--- src/rtl/seq_gen.sv ---
// rtl/seq_gen.sv - two-slot serial pattern generator, MSB-first, with stall and gap-free queueing
module seq_gen #(
  parameter int MAXLEN = 16
) (
  input  logic              clk,
  input  logic              rst_n,
  input  logic              wr_en,
  input  logic [MAXLEN-1:0] wr_data,
  input  logic [4:0]        wr_len,
  output logic              wr_ready,
  input  logic              hold,
  output logic              dout,
  output logic              dout_vld,
  output logic              busy,
  output logic              done
);

  localparam logic [4:0] MAXLEN_W = 5'(MAXLEN);

  typedef enum logic {IDLE, SHIFT} state_t;

  state_t            state;
  logic [MAXLEN-1:0] act_sr;
  logic [4:0]        act_cnt;
  logic [MAXLEN-1:0] pnd_sr;
  logic [4:0]        pnd_cnt;
  logic              pnd_vld;

  logic              act_vld;
  logic              accept;
  logic [4:0]        eff_len;
  logic [4:0]        shamt;
  logic [MAXLEN-1:0] wr_aligned;
  logic              advance;
  logic              last;
  logic              act_free;
  logic              to_act;
  logic              to_pnd;
  logic              act_vld_nxt;
  logic              pnd_vld_nxt;

  assign wr_ready = ~pnd_vld;

  // Words are left-aligned on load so the next bit is always the slot's MSB.
  always_comb begin
    act_vld     = (state == SHIFT);
    accept      = wr_en & ~pnd_vld;
    eff_len     = (wr_len > MAXLEN_W) ? MAXLEN_W : wr_len;
    shamt       = MAXLEN_W - eff_len;
    wr_aligned  = wr_data << shamt;
    advance     = act_vld & ~hold;
    last        = advance & (act_cnt == 5'd1);
    act_free    = ~act_vld | last;
    to_act      = accept & (eff_len != 5'd0) & act_free;
    to_pnd      = accept & (eff_len != 5'd0) & ~act_free;
    act_vld_nxt = (act_vld & ~last) | (last & pnd_vld) | to_act;
    pnd_vld_nxt = (pnd_vld & ~last) | to_pnd;
  end

  always_ff @(posedge clk or negedge rst_n) begin
    if (!rst_n) begin
      state    <= IDLE;
      act_sr   <= '0;
      act_cnt  <= '0;
      pnd_sr   <= '0;
      pnd_cnt  <= '0;
      pnd_vld  <= 1'b0;
      dout     <= 1'b0;
      dout_vld <= 1'b0;
      done     <= 1'b0;
      busy     <= 1'b0;
    end else begin
      dout_vld <= advance;
      done     <= last;
      busy     <= act_vld_nxt | pnd_vld_nxt;
      if (advance) begin
        dout    <= act_sr[MAXLEN-1];
        act_sr  <= act_sr << 1;
        act_cnt <= act_cnt - 5'd1;
      end

      case (state)
        IDLE: begin
          if (to_act) begin
            act_sr  <= wr_aligned;
            act_cnt <= eff_len;
            state   <= SHIFT;
          end
        end
        SHIFT: begin
          if (last) begin
            // Reloading on the last-bit edge keeps the next word's first bit adjacent.
            if (pnd_vld) begin
              act_sr  <= pnd_sr;
              act_cnt <= pnd_cnt;
              pnd_vld <= 1'b0;
            end else if (to_act) begin
              act_sr  <= wr_aligned;
              act_cnt <= eff_len;
            end else begin
              state <= IDLE;
            end
          end
        end
        default: state <= IDLE;
      endcase

      if (to_pnd) begin
        pnd_sr  <= wr_aligned;
        pnd_cnt <= eff_len;
        pnd_vld <= 1'b1;
      end
    end
  end

endmodule

--- config.mk ---
export PLATFORM = sky130hd
export DESIGN_NAME = seq_gen
export DESIGN_NICKNAME = d
export VERILOG_FILES = /design/src/rtl/seq_gen.sv
export SDC_FILE = /design/constraint.sdc
export NUM_CORES = 1
export LEC_CHECK = 0
export ABC_AREA = 1
export CAP_MARGIN = 20
export CORE_MARGIN = 8
export CORE_UTILIZATION = 60
export CTS_CLUSTER_DIAMETER = 120
export DETAILED_ROUTE_END_ITERATION = 12
export HOLD_SLACK_MARGIN = 0.08
export PLACE_DENSITY = 0.83
export SYNTH_ARGS = -nofsm -noshare
export SYNTH_HDL_FRONTEND = slang
export SYNTH_SLANG_ARGS = --single-unit
--- constraint.sdc ---
create_clock -name clk -period 3.35 [get_ports clk]
set_input_delay 0.67 -clock clk [delete_from_list [all_inputs] [get_ports clk]]
set_output_delay 0.67 -clock clk [all_outputs]
set_load 0.005 [all_outputs]
# [After elaboration in Yosys (flattened, before gate mapping)]
# Index checks and enable logic that the tools add are counted.
[totals] regBits=48 latch_bits=0 ram_bits=0 mem_bits_ro=0 in_bits=25 output_inout_bits=5 wordCells=56 n_memories=0
[classes] n_addsub=2 mul=0 div_mod_pow=0 magnitude_cmp=1 eq_ne=1 shifts=1 muxes=18 bitwise=19 reduce_logical=4
[ops] operator="2-to-1 mux 16 bit" n=4
[ops] operator="one-hot mux 16 bit (2 select lines)" n=1
[ops] operator="2-to-1 mux 5 bit" n=5
[ops] operator="left shift 16 x 5 -> 16 bit" n=1
[ops] operator="one-hot mux 5 bit (2 select lines)" n=1
[ops] operator="bitwise AND 1 bit" n=9
[ops] operator="2-to-1 mux 1 bit" n=6
[ops] operator="== test 5 x 1 -> 1 bit (second input constant)" n=1
[ops] operator="> comparator 5 bit (second input constant)" n=1
[ops] operator="NOT 1 bit" n=5
[ops] operator="OR 1 bit" n=5
[ops] operator="nonzero test 5 bit" n=1
[ops] operator="subtractor 5 x 1 -> 5 bit (second input constant)" n=1
[ops] operator="subtractor 5 bit (first input constant)" n=1
[ops] operator="nonzero test 2 bit" n=2
[ops] operator="one-hot mux 1 bit (2 select lines)" n=1
[ops] operator="AND reduction 2 bit" n=1

# [Longest topological paths before layout]
# Gate-level depths: netlist of run 1.
[depth] ltp_word=9 depth_mapped=16 mapped_depth_nobuf=16

# [Worst setup path before layout of run 1]
# OpenSTA, ideal clock, no wires.
[synth_timing] kind="input to register" startpoint="in wr_len[4]" endpoint="reg pnd_sr[4]" setup_time_ns=0.127 t_arrival_ns=2.389 required_ns=3.223 setup_slack_ns=0.834 path_stages=14 n_path_buf=2 cell_sequence="inv_2 > nand2_2 > buf_2 > ha_1 > nand2_1 > nor2_1 > ha_1 > nor2_1 > inv_1 > nor2_4 > inv_2 > buf_2 > nand2_1 > o21ai_0"
[synth_between] elab_chain_cells=5 elab_cells_between_ends=7 cone_classes="1 x add/sub; 1 x order compare; 1 x shift; 1 x mux; 2 x bitwise; 1 x reduce/logical"
[synth_rtl] element="start: declaration" line_no="9" source="input logic [4:0] wr_len,"
[synth_rtl] element="> comparator 5 bit" line_no="48" source="eff_len = (wr_len > MAXLEN_W) ? MAXLEN_W : wr_len;"
[synth_rtl] element="2-to-1 mux 5 bit *" line_no="48"
[synth_rtl] element="parallel branches: the longest is 3 deep, another holds subtractor 5 bit"
[synth_rtl] element="end signal: assignment" line_no="109" source="pnd_sr <= wr_aligned;"
[synth_rtl] element="end: declaration" line_no="25" source="logic [MAXLEN-1:0] pnd_sr;"
# Mark *: on every way between the ends.
# A chain may end at the register's enable or synchronous reset.

# [Worst setup path after layout of run 1]
[layout_timing] startpoint="in wr_len[2]" endpoint="reg act_sr[3]"
[layout_between] elab_chain_cells=9 elab_cells_between_ends=11 cone_classes="1 x add/sub; 1 x order compare; 1 x shift; 5 x mux; 2 x bitwise; 1 x reduce/logical"
[layout_rtl] element="> comparator 5 bit" line_no="48"
[layout_rtl] element="2-to-1 mux 5 bit *" line_no="48"
[layout_rtl] element="parallel branches: the longest is 3 deep, another holds subtractor 5 bit"
[layout_rtl] element="2-to-1 mux 16 bit *" line_no="84, 97"
[layout_rtl] element="2-to-1 mux 16 bit" line_no="93" source="if (pnd_vld) begin"
[layout_rtl] element="2-to-1 mux 16 bit" line_no="91" source="if (last) begin"
[layout_rtl] element="one-hot mux 16 bit (2 select lines) *" line_no="82" source="case (state)"
[layout_rtl] element="end signal: assignment" line_no="85" source="act_sr <= wr_aligned;"
[layout_rtl] element="end signal: assignment" line_no="94" source="act_sr <= pnd_sr;"
[layout_rtl] element="end signal: assignment" line_no="98" source="act_sr <= wr_aligned;"
[layout_rtl] element="end: declaration" line_no="23" source="logic [MAXLEN-1:0] act_sr;"
# Marks and branches as above.

==> impl_results.md, run 1 <==
* Status: finished clean
* Mean Syn Cell Area at between 6 and 7 um^2
* Clock insertion delay at the later pin of the skew report at around 0.3 ns
* Post-CTS Setup Bufs at 0
* Worst R2R End: act_sr[3]
* F_max at approximately 0.33 GHz
* Mean number of vias per cell at approximately 5.5
* DP HPWL at approximately 6300 um
* Post-Syn Instances at 532
* Pwr Total at about 2500 uW
* Actual slew at the worst max-slew pin at slightly below 0.6 ns
* Fin nets at between 500 and 600
* Critical Path Fanout Max at 16
* Worst-case reg-to-reg path depth at 9
* Crit-path most repeated cell: nand2_1
* Max Cap Violations at 0
* Gr busiest metal: met2
* Largest net degree at the start of global routing at between 40 and 50
* Reg-to-reg startpoint: act_vld
* Total negative slack at 0 ns
* Final hold violation count at 0
* Post-synthesis instance area at 3390 um^2
* FF+latch count, synth at 48
* Diodes inserted at 0
* CTS root buf: clkbuf_8
* Vias in the first global route at between 3k and 4k
* Commonest cells in the netlist: 214 x nand2_1, 57 x nand3_1, 48 x dfrtp_1
* Post-CTS Hold Fix Bufs at 0
* Fillers at 515
* Yosys warns at 0
* Final Routed Wirelength at approximately 8400 um
* GRT Util Overall at 21.6%
* CP required at roughly 3.6 ns
* Reg clk slew, reported paths at 0.09 ns
* Main flop type after synthesis: dfrtp_1
* GR Util met3 at about 3.9%
* Pwr dens at between 600 and 700 nW/um^2
* Worst setup startpoint: wr_len[2]
* Vias at about 3.5k
* Max incr delay on CP at roughly 0.43 ns
* CP startpoint kind: primary input
* Hold WS at roughly 0.25 ns
* Most frequent cell after synthesis: nand2_1
* Initial core utilization at 61.9%
* Die Y at a little over 90 um
* Total iterations of the first detailed-routing run at 5
* Period minus WS final at between 2 and 3 ns
* I/O Buffers at 29
* Num CTS Buffers at 5
* Core Rows at 27
* VDD IR max at 0.357 mV
* Critical Path AT at ~3.2 ns
* Largest cells by area after synthesis: dfrtp_1 35%, nand2_1 24%, nand3_1 8.4%
* Largest area contributor in the netlist: dfrtp_1
* Post_cts resized at 0
* Die area at 8300 um^2
* Unrepaired setup endpoints after global routing: false
* Final setup vio count at 0
* Post-synth EDFFs at 0
* First-pass GRT wire length at about 15000 um
* Final Cycle Share at 89.2%
* Clk_skew at 0.00444 ns
* Die X at roughly 91 um
* Initial antenna violation count at 0
* WS Path Type: primary input to register
* Async SR Flop Fraction at 100%
* Total clock sinks at 48
* Ports at 30
* Rel. slew slack at 61.1%
* GPL Wtd Cong at slightly above 0.9
* Post-route ant nets at 0
* Critical-path cell list: clkdlybuf4s50_1 > nor2_1 > nand2_1 > nand2_1 > nand2_1 > ha_1 > nand2_1 > nor2_1 > ha_1 > nor2_1 > nand2_4 > nand2_1 > nand2_1 > nand2_1 > a21boi_0
* Seq/Total Area, Yosys at a little over a third
* Clock buffer depth at 2
* Post-synthesis net count at about 560
* H-tree lvl count at 2
* P_leak at 0.00201 uW
* Number of DRC markers in iteration 0 at roughly 410
* Reg-to-reg slack, setup at 1.20 ns
* DRC viols at 0
* Slew Viols, Final at 0
* Hold Crit Class: primary input to asynchronous set/reset pin
* Slowest-stage cell, CP: clkdlybuf4s50_1
* Placeable Area at 5470 um^2
* Yosys top cell area share at 35.5%
* GRT Residual Overflow at 0
* Syn-to-layout area delta at 13.0%
* CTS tree: done
* Share of post-route cells with drive strength above 1 at between 5 and 6%
* Drt wl/cell at 13.5 um
* Setup crit end kind: register
* M1 GR Usage at between 20 and 30%
* Synth unique cells at 30
* GR Util met2 at between 30% and 40%
[worst max path at each step]
stage                           end  slack [ns]  depth (start not counted)
final                     act_sr[3]        0.36                         15
after global routing      act_sr[3]        0.07                         15
after CTS                 act_sr[3]        0.39                         15
after detailed placement  act_sr[3]        0.07                         15
after global placement    act_sr[3]        0.25                         15
after floorplan           pnd_sr[4]        0.83                         14
[sequential cells by signal, indices dropped and copies added (netlist names)]
signal and count:
act_vld 1, act_cnt 5, pnd_cnt 5, done 1
pnd_vld 1, dout_vld 1, busy 1, dout 1
pnd_sr 16, act_sr 16
[report_power, final]
group          internal [uW]  switching [uW]  total, uW
sequential               805             126        932
combinational            385             679       1060
clock                    294             189        482
[worst max-delay path: cells and delay by family]
family	cells	cell delay, ns
AND/OR/NAND/NOR	11	1.52
AO/OA/AOI/OAI	1	0.16
adder cells (fa/ha/maj)	2	0.42
buffers and inverters	1	0.43
[kinds of logic after synthesis]
| family | share of synthesized area, % |
|---|---|
| adders and majority gates | 1.48 |
| AOI/OAI and AO/OA | 12.6 |
| DFF | 35.5 |
| buffers and inverters | 9.87 |
| and+or+nand+nor | 39.8 |
| xor gates and xnor gates | 0.776 |
[stage by stage]
stage / cell area, um^2 / worst slack (ns) / utilization, % / cells
after floorplan: 3390 / 0.834 / - / 532
after global placement: 3680 / 0.251 / 67.2 / 618
after detailed placement: 3680 / 0.0727 / 67.2 / 618
after CTS: 3810 / 0.385 / 69.6 / 625
after global routing: 3830 / 0.0731 / 69.9 / 626
final: 3830 / 0.362 / 69.9 / 626
[routing by layer]
metal	routed length [um]	part of all wire [%]
met2	3710	44
met4	164	1.9
met3	620	7.4
met1	3920	47
met5	0	0
[cell type report]
class | instances | area (um^2) | area share, %
clock buffers | 5 | 68.8 | 1.80
repair buffers | 37 | 358 | 9.35
multi-input cells | 409 | 1850 | 48.3
well taps | 72 | 90.1 | 2.35
inverters | 53 | 199 | 5.20
clock inverters | 2 | 60.1 | 1.57
flip-flops and latches | 48 | 1200 | 31.4
[cells in the final DEF, fill, tap and decap left out, types with 6 or more instances in the layout]
master	Yosys	routed
inv_2	6	6
nor2_1	38	38
o21ai_0	45	45
a21oi_1	9	9
clkdlybuf4s50_1	0	28
nand2_1	214	214
buf_4	0	7
dfrtp_1	48	48
o21ai_1	13	13
nand3_1	57	57
inv_1	47	47
Note: power is estimated with default switching activity, not from simulation.
==> run 2, diff against run 1 <==
--- a/config.mk
+++ b/config.mk
@@ -11,8 +11,9 @@
 export CORE_UTILIZATION = 60
 export CTS_CLUSTER_DIAMETER = 120
 export DETAILED_ROUTE_END_ITERATION = 12
+export DONT_BUFFER_PORTS = 1
 export HOLD_SLACK_MARGIN = 0.08
-export PLACE_DENSITY = 0.83
+export PLACE_DENSITY = 0.76
 export SYNTH_ARGS = -nofsm -noshare
 export SYNTH_HDL_FRONTEND = slang
 export SYNTH_SLANG_ARGS = --single-unit
==> run 2 against run 1 <==
  * Die area is the same
  * First-iteration DRC count shrank 41%
  * Sequential power is essentially flat
  * Wire length grew 0.75%
  * Maximum frequency grew 15%
  * Power shrank 7.6%
  * Flip-flop and latch count is the same
  * Clock skew is essentially flat
  * Critical endpoint is now pnd_sr[5]
==> impl_results.md, run 2 (synthesis results as in run 1) <==
* Status: finished clean
* Critical Path Fanout Max at 26 (+10)
* Share of post-route cells with drive strength above 1 at 5.36% (-0.41 points)
* GR Util met3 at 4.12% (+0.25 points)
* Reg-to-reg slack, setup at 1.21 ns (about the same)
* Rel. slew slack at 62.0% (+0.83 points)
* Critical-path cell list: nor2_1 > nand2_1 > nand2_1 > nand2_1 > ha_1 > nand2_1 > nor2_1 > ha_1 > nor2_1 > inv_1 > nor2_4 > inv_2 > nand2_1 > o21ai_0
* Number of DRC markers in iteration 0 at 243 (-41%)
* Slew Viols, Final at 0 (unchanged)
* H-tree lvl count at 2 (unchanged)
* Total negative slack at 0 ns (unchanged)
* Setup crit end kind: register
* Reg-to-reg startpoint: pnd_vld
* Final hold violation count at 0 (unchanged)
* Core Rows at 27 (unchanged)
* Pwr dens at 657 nW/um^2 (+1.5%)
* Clk_skew at 0.00422 ns (-0.000219 ns)
* Reg clk slew, reported paths at 0.10 ns (about the same)
* Biggest regs: act_sr (16), pnd_sr (16)
* Final Cycle Share at 77.5% (-12 points)
* Hold Crit Class: primary input to asynchronous set/reset pin
* Util after Layout at 63.7% (-6.2 points)
* CP required at 3.53 ns (-0.04 ns)
* Worst-case reg-to-reg path depth at 8 (-1)
* Max incr delay on CP at 0.36 ns (-0.07 ns)
* Mean number of vias per cell at 5.51 (-0.62%)
* Syn-to-layout area delta at 2.99%
* P_leak at 0.00187 uW (-7.1%)
* Drt wl/cell at 14.3 um (+6.2%)
* Total iterations of the first detailed-routing run at 5 (unchanged)
* WS Path Type: primary input to register
* GR Util met2 at 34.9% (+0.67 points)
* Initial antenna violation count at 0 (unchanged)
* Slowest-stage cell, CP: nor2_4
* Placed Area at 3360 um^2 (-8.6%)
* Unrepaired setup endpoints after global routing: false
* DP HPWL at 6240 um (-0.78%)
* First-pass GRT wire length at 14500 um (-5.7%)
* GRT Util Overall at 20.8% (-0.79 points)
* CTS tree: done
* Ports at 30 (unchanged)
* Largest net degree at the start of global routing at 49 (unchanged)
* Buf/Inv on CP at 2 (+1)
* Clock buffer depth at 2 (unchanged)
* F_max at 0.385 GHz (+15%)
* Die X at 91.1 um (unchanged)
* Die area at 8300 um^2 (unchanged)
* Placeable Area at 5470 um^2 (unchanged)
* Worst R2R End: pnd_sr[5]
* Critical Path AT at 2.77 ns (-0.44 ns)
* M1 GR Usage at 26.4% (-2.5 points)
* Crit path max-delay family: simple AND/OR/NAND/NOR gates
* Initial core utilization at 61.9% (unchanged)
* DRC viols at 0 (unchanged)
* GPL Wtd Cong at 0.958 (+3.2%)
* VDD IR max at 0.315 mV (-12%)
* Actual slew at the worst max-slew pin at 0.570 ns (-0.0124 ns)
* Die Y at 91.1 um (unchanged)
* Num CTS Buffers at 5 (unchanged)
* Fin nets at 550 (-5.7%)
* Most common cell after layout, fill and taps aside: nand2_1
* Total clock sinks at 48 (unchanged)
* Design area at 3490 um^2 (-8.9%)
* Post-CTS Setup Bufs at 0 (unchanged)
* Max Cap Violations at 0 (unchanged)
* Final Routed Wirelength at 8490 um (+0.75%)
* Diodes inserted at 0 (unchanged)
* Vias at 3275 (-5.7%)
* I/O Buffers at 0 (-100%)
* CP startpoint kind: primary input
* Post-route ant nets at 0 (unchanged)
* Clock insertion delay at the later pin of the skew report at 0.31 ns (about the same)
* CTS root buf: clkbuf_8
* Period minus WS final at 2.60 ns (-0.393 ns)
* Final setup vio count at 0 (unchanged)
* Vias in the first global route at 3113 (-7.9%)
* Commonest non-fill, non-tap cells in the layout: 214 x nand2_1, 57 x nand3_1, 48 x dfrtp_1
* Gr busiest metal: met2
* GRT Residual Overflow at 0 (unchanged)
* Crit-path most repeated cell: nand2_1
-- run 2: cell count changes in the layout (fill, tap and decap cells not counted) --
cell / delta
buf_2: -1
buf_16: +1
buf_12: -1
clkdlybuf4s50_1: -28
bufinv_16: -2
buf_4: -4
clkbuf_8: +1
inv_6: +1
clkinv_2: +1
-- run 2: layout make-up --
cell class | instances | area (um^2)
tap | 72 | 90.1
clock inverter | 2 | 13.8
inverter | 53 | 199
timing repair buffer | 4 | 50.0
multi-input combinational | 409 | 1850
clock buffer | 6 | 82.6
fill | 522 | 1990
sequential | 48 | 1200
-- run 2: what timing repair did --
item | CTS | global route
hold buffers | 1 | 0
resized for setup | 0 | 0
hold endpoints to repair | 48 | 0
-- run 2: power by group --
| part | switching [uW] | internal (uW) | leakage [uW] |
|---|---|---|---|
| logic | 641 | 334 | 0.00121 |
| registers | 125 | 805 | 0.000607 |
| clock network | 217 | 169 | 0.0000516 |
-- run 2: worst max-delay path by stage --
stage	start	slack, ns	depth (start not counted)	endpoint
floorplan	wr_len[4]	0.83	14	pnd_sr[4]
global placement	wr_len[2]	0.56	14	pnd_sr[11]
detailed placement	wr_len[2]	0.44	14	pnd_sr[5]
CTS	wr_len[2]	0.77	14	pnd_sr[5]
global route	wr_len[2]	0.48	14	pnd_sr[5]
finish	wr_len[2]	0.75	14	pnd_sr[5]
-- run 2: worst register-to-register path, delay by kind of cell (launching register included) --
kind / cells / cell delay, ns
AO/OA/AOI/OAI: 1 / 0.09
buffers and inverters: 3 / 0.63
flip-flops: 1 / 0.50
AND/OR/NAND/NOR: 4 / 0.80
-- run 2: metrics by stage --
step	hold slack (ns)	total power (uW)	worst slack, ns	std cells
after global placement	0.376	1850	0.561	585
after floorplan	0.374	1710	0.834	532
after CTS	0.209	2290	0.767	594
after detailed placement	0.376	1890	0.437	585
final	0.202	2290	0.755	594
after global routing	0.220	2480	0.483	594
-- run 2: layer usage --
layer  up-vias  part of all wire (%)
met5         -                     0
met4         0                   1.4
met3         9                   6.0
met2        83                    48
met1      1522                    44
li1       1661                     -
==> run 3, diff against run 2 <==
==> constraint.sdc (replaced) <==
create_clock -name clk -period 2.58 [get_ports clk]
set_input_delay 0.516 -clock clk [delete_from_list [all_inputs] [get_ports clk]]
set_output_delay 0.516 -clock clk [all_outputs]
set_load 0.005 [all_outputs]
==> run 3 against run 2 <==
  * Power increased by 28%
  * Combinational power increased by 31%
  * Sequential power increased by 30%
  * Global-route usage decreased by 0.76 points
  * Largest cell class unchanged
  * Largest power group unchanged
  * Highest routed layer unchanged
==> impl_results.md, run 3 (synthesis results as in run 1) <==
* Status: finished clean
* Max Cap Violations at 0 (unchanged)
* F_max at between 0.4 and 0.5 GHz
* Biggest regs: act_sr (16), pnd_sr (16)
* Clock buffer depth at 2 (unchanged)
* GPL Wtd Cong at 0.905 (-5.5%)
* Diodes inserted at 0 (unchanged)
* Rel. slew slack at 59.8% (-2.1 points)
* Fin nets at 555 (+0.91%)
* Share of post-route cells with drive strength above 1 at 6.07% (+0.71 points)
* Post-route insts no fill at 599 (+0.84%)
* Pwr dens at 835 nW/um^2 (+27%)
* GRT Residual Overflow at 0 (unchanged)
* Post-route ant nets at 0 (unchanged)
* Post-CTS Setup Bufs at 0 (unchanged)
* Actual slew at the worst max-slew pin at 0.602 ns (+0.0320 ns)
* Crit path max-delay family: simple AND/OR/NAND/NOR gates
* VDD IR max at 0.426 mV (+35%)
* Num CTS Buffers at 5 (unchanged)
* Clock insertion delay at the later pin of the skew report at 0.31 ns (about the same)
* Final setup vio count at 0 (unchanged)
* Final Routed Wirelength at 8160 um (-3.9%)
* Drt wl/cell at 13.6 um (-4.7%)
* Most common cell after layout, fill and taps aside: nand2_1
* Setup crit end kind: register
* CTS root buf: clkbuf_8
* Period minus WS final at 2.22 ns
* Die Y at 91.1 um (unchanged)
* Vias at 3274 (-0.031%)
* Final hold violation count at 0 (unchanged)
* Total clock sinks at 48 (unchanged)
* Initial core utilization at 61.9% (unchanged)
* Hold Crit Class: primary input to register
* Core Rows at 27 (unchanged)
* Critical Path AT at 2.39 ns (-0.38 ns)
* Placeable Area at 5470 um^2 (unchanged)
* CTS tree: done
* Clk_skew at 0.00662 ns (+0.00239 ns)
* GRT Util Overall at 20.0% (-0.76 points)
* Max incr delay on CP at 0.23 ns (-0.13 ns)
* Ports at 30 (unchanged)
* CP startpoint kind: primary input
* I/O Buffers at 0 (unchanged)
* Vias in the first global route at 3009 (-3.3%)
* Total iterations of the first detailed-routing run at 5 (unchanged)
* Largest net degree at the start of global routing at 49 (unchanged)
* Final Cycle Share at between 80% and 90%
* CP required at 2.75 ns (-0.78 ns)
* Initial antenna violation count at 0 (unchanged)
* DP HPWL at 6010 um (-3.7%)
* Number of DRC markers in iteration 0 at 246 (+1.2%)
* H-tree lvl count at 2 (unchanged)
* Die area at 8300 um^2 (unchanged)
* Buf/Inv on CP at 2 (unchanged)
* Commonest non-fill, non-tap cells in the layout: 214 x nand2_1, 57 x nand3_1, 48 x dfrtp_1
* Slew Viols, Final at 0 (unchanged)
* Pwr Total at 2940 uW (+28%)
* Slowest-stage cell, CP: ha_1
* Total negative slack at 0 ns (unchanged)
* Critical-path cell list: nor2_1 > nand2_1 > nand2_1 > nand2_1 > ha_1 > nand2_1 > nor2_1 > ha_1 > nor2_1 > inv_1 > nor2_4 > inv_2 > nand2_1 > o21ai_0
* First-pass GRT wire length at 13900 um (-3.6%)
* Fillers at 503 (-3.6%)
* Mean number of vias per cell at 5.47 (-0.87%)
* Dpl cells at 589 (+0.68%)
* P_leak at 0.00189 uW (+1.1%)
* Reg clk slew, reported paths at 0.09 ns (about the same)
* Critical Path Fanout Max at 26 (unchanged)
* DRC viols at 0 (unchanged)
* Die X at 91.1 um (unchanged)
* Crit-path most repeated cell: nand2_1
* Unrepaired setup endpoints after global routing: false
* Syn-to-layout area delta at 3.92%
* WS Path Type: primary input to register
run 3: changes by cell type in the layout (fill, tap and decap cells not counted), sizes merged:
cell,previous run,this run
inv,54,53
buf,4,8
clkinv,1,3
clkbuf,6,5
dlygate4sd3,0,1
run 3: worst paths after layout:
kind / startpoint / to / slack (ns) / cells after the start
worst max-delay path: wr_len[2] / pnd_sr[3] / 0.36 / 14
worst min-delay path: hold / done / 0.41 / 3
worst max register to register: act_vld / act_sr[13] / 0.57 / 11
worst min register to register: act_sr[15] / dout / 0.49 / 2
max in group asynchronous: rst_n / act_sr[8] / 1.65 / 2
min in group asynchronous: rst_n / act_sr[6] / 0.73 / 2
run 3: worst register-to-register path, cell delays in order (launching register included):
cell and delay [ns]:
dfrtp_1 0.48, inv_2 0.12, nor2_4 0.23, nand4_4 0.19, nand2_4 0.19, nand2_4 0.15
nand2_1 0.12, buf_4 0.19, o21ai_0 0.09, inv_1 0.06, o21ai_1 0.07, nand2_1 0.07
run 3: layout make-up:
class / count / area, um^2 / area share, %
clock buffer: 5 / 68.8 / 1.96
clock inverter: 3 / 18.8 / 0.533
inverter: 53 / 199 / 5.65
multi-input combinational: 409 / 1850 / 52.6
sequential: 48 / 1200 / 34.1
tap: 72 / 90.1 / 2.56
timing repair buffer: 9 / 90.1 / 2.56
run 3: where the power goes:
group          total (uW)  internal [uW]  switching (uW)  leakage (uW)
clock                 451            189             262     0.0000479
sequential           1210           1050             160      0.000607
combinational        1280            453             829       0.00123
run 3: what timing repair did:
item	in CTS	in global routing
gates resized for setup	0	0
hold buffers	2	0
endpoints found under the hold margin	48	0
run 3: per-stage QoR:
stage | setup WS (ns) | hold slack, ns | area [um^2] | utilization (%)
5_1_grt | 0.119 | 0.413 | 3520 | 64.3
6_report | 0.359 | 0.405 | 3520 | 64.3
3_5_place_dp | 0.0715 | 0.222 | 3390 | 62.0
4_1_cts | 0.394 | 0.403 | 3520 | 64.3
3_3_place_gp | 0.167 | 0.222 | 3390 | 62.0
2_1_floorplan | 0.218 | 0.220 | 3390 | -
run 3: routing by layer:
layer	share of wire [%]	routed length [um]	vias up	track usage [%]
met4	1.4	118	0	6.00
met1	45	3690	1487	25.9
li1	-	-	1685	-
met3	5.4	439	9	3.79
met2	48	3910	93	33.1
met5	0	0	-	0
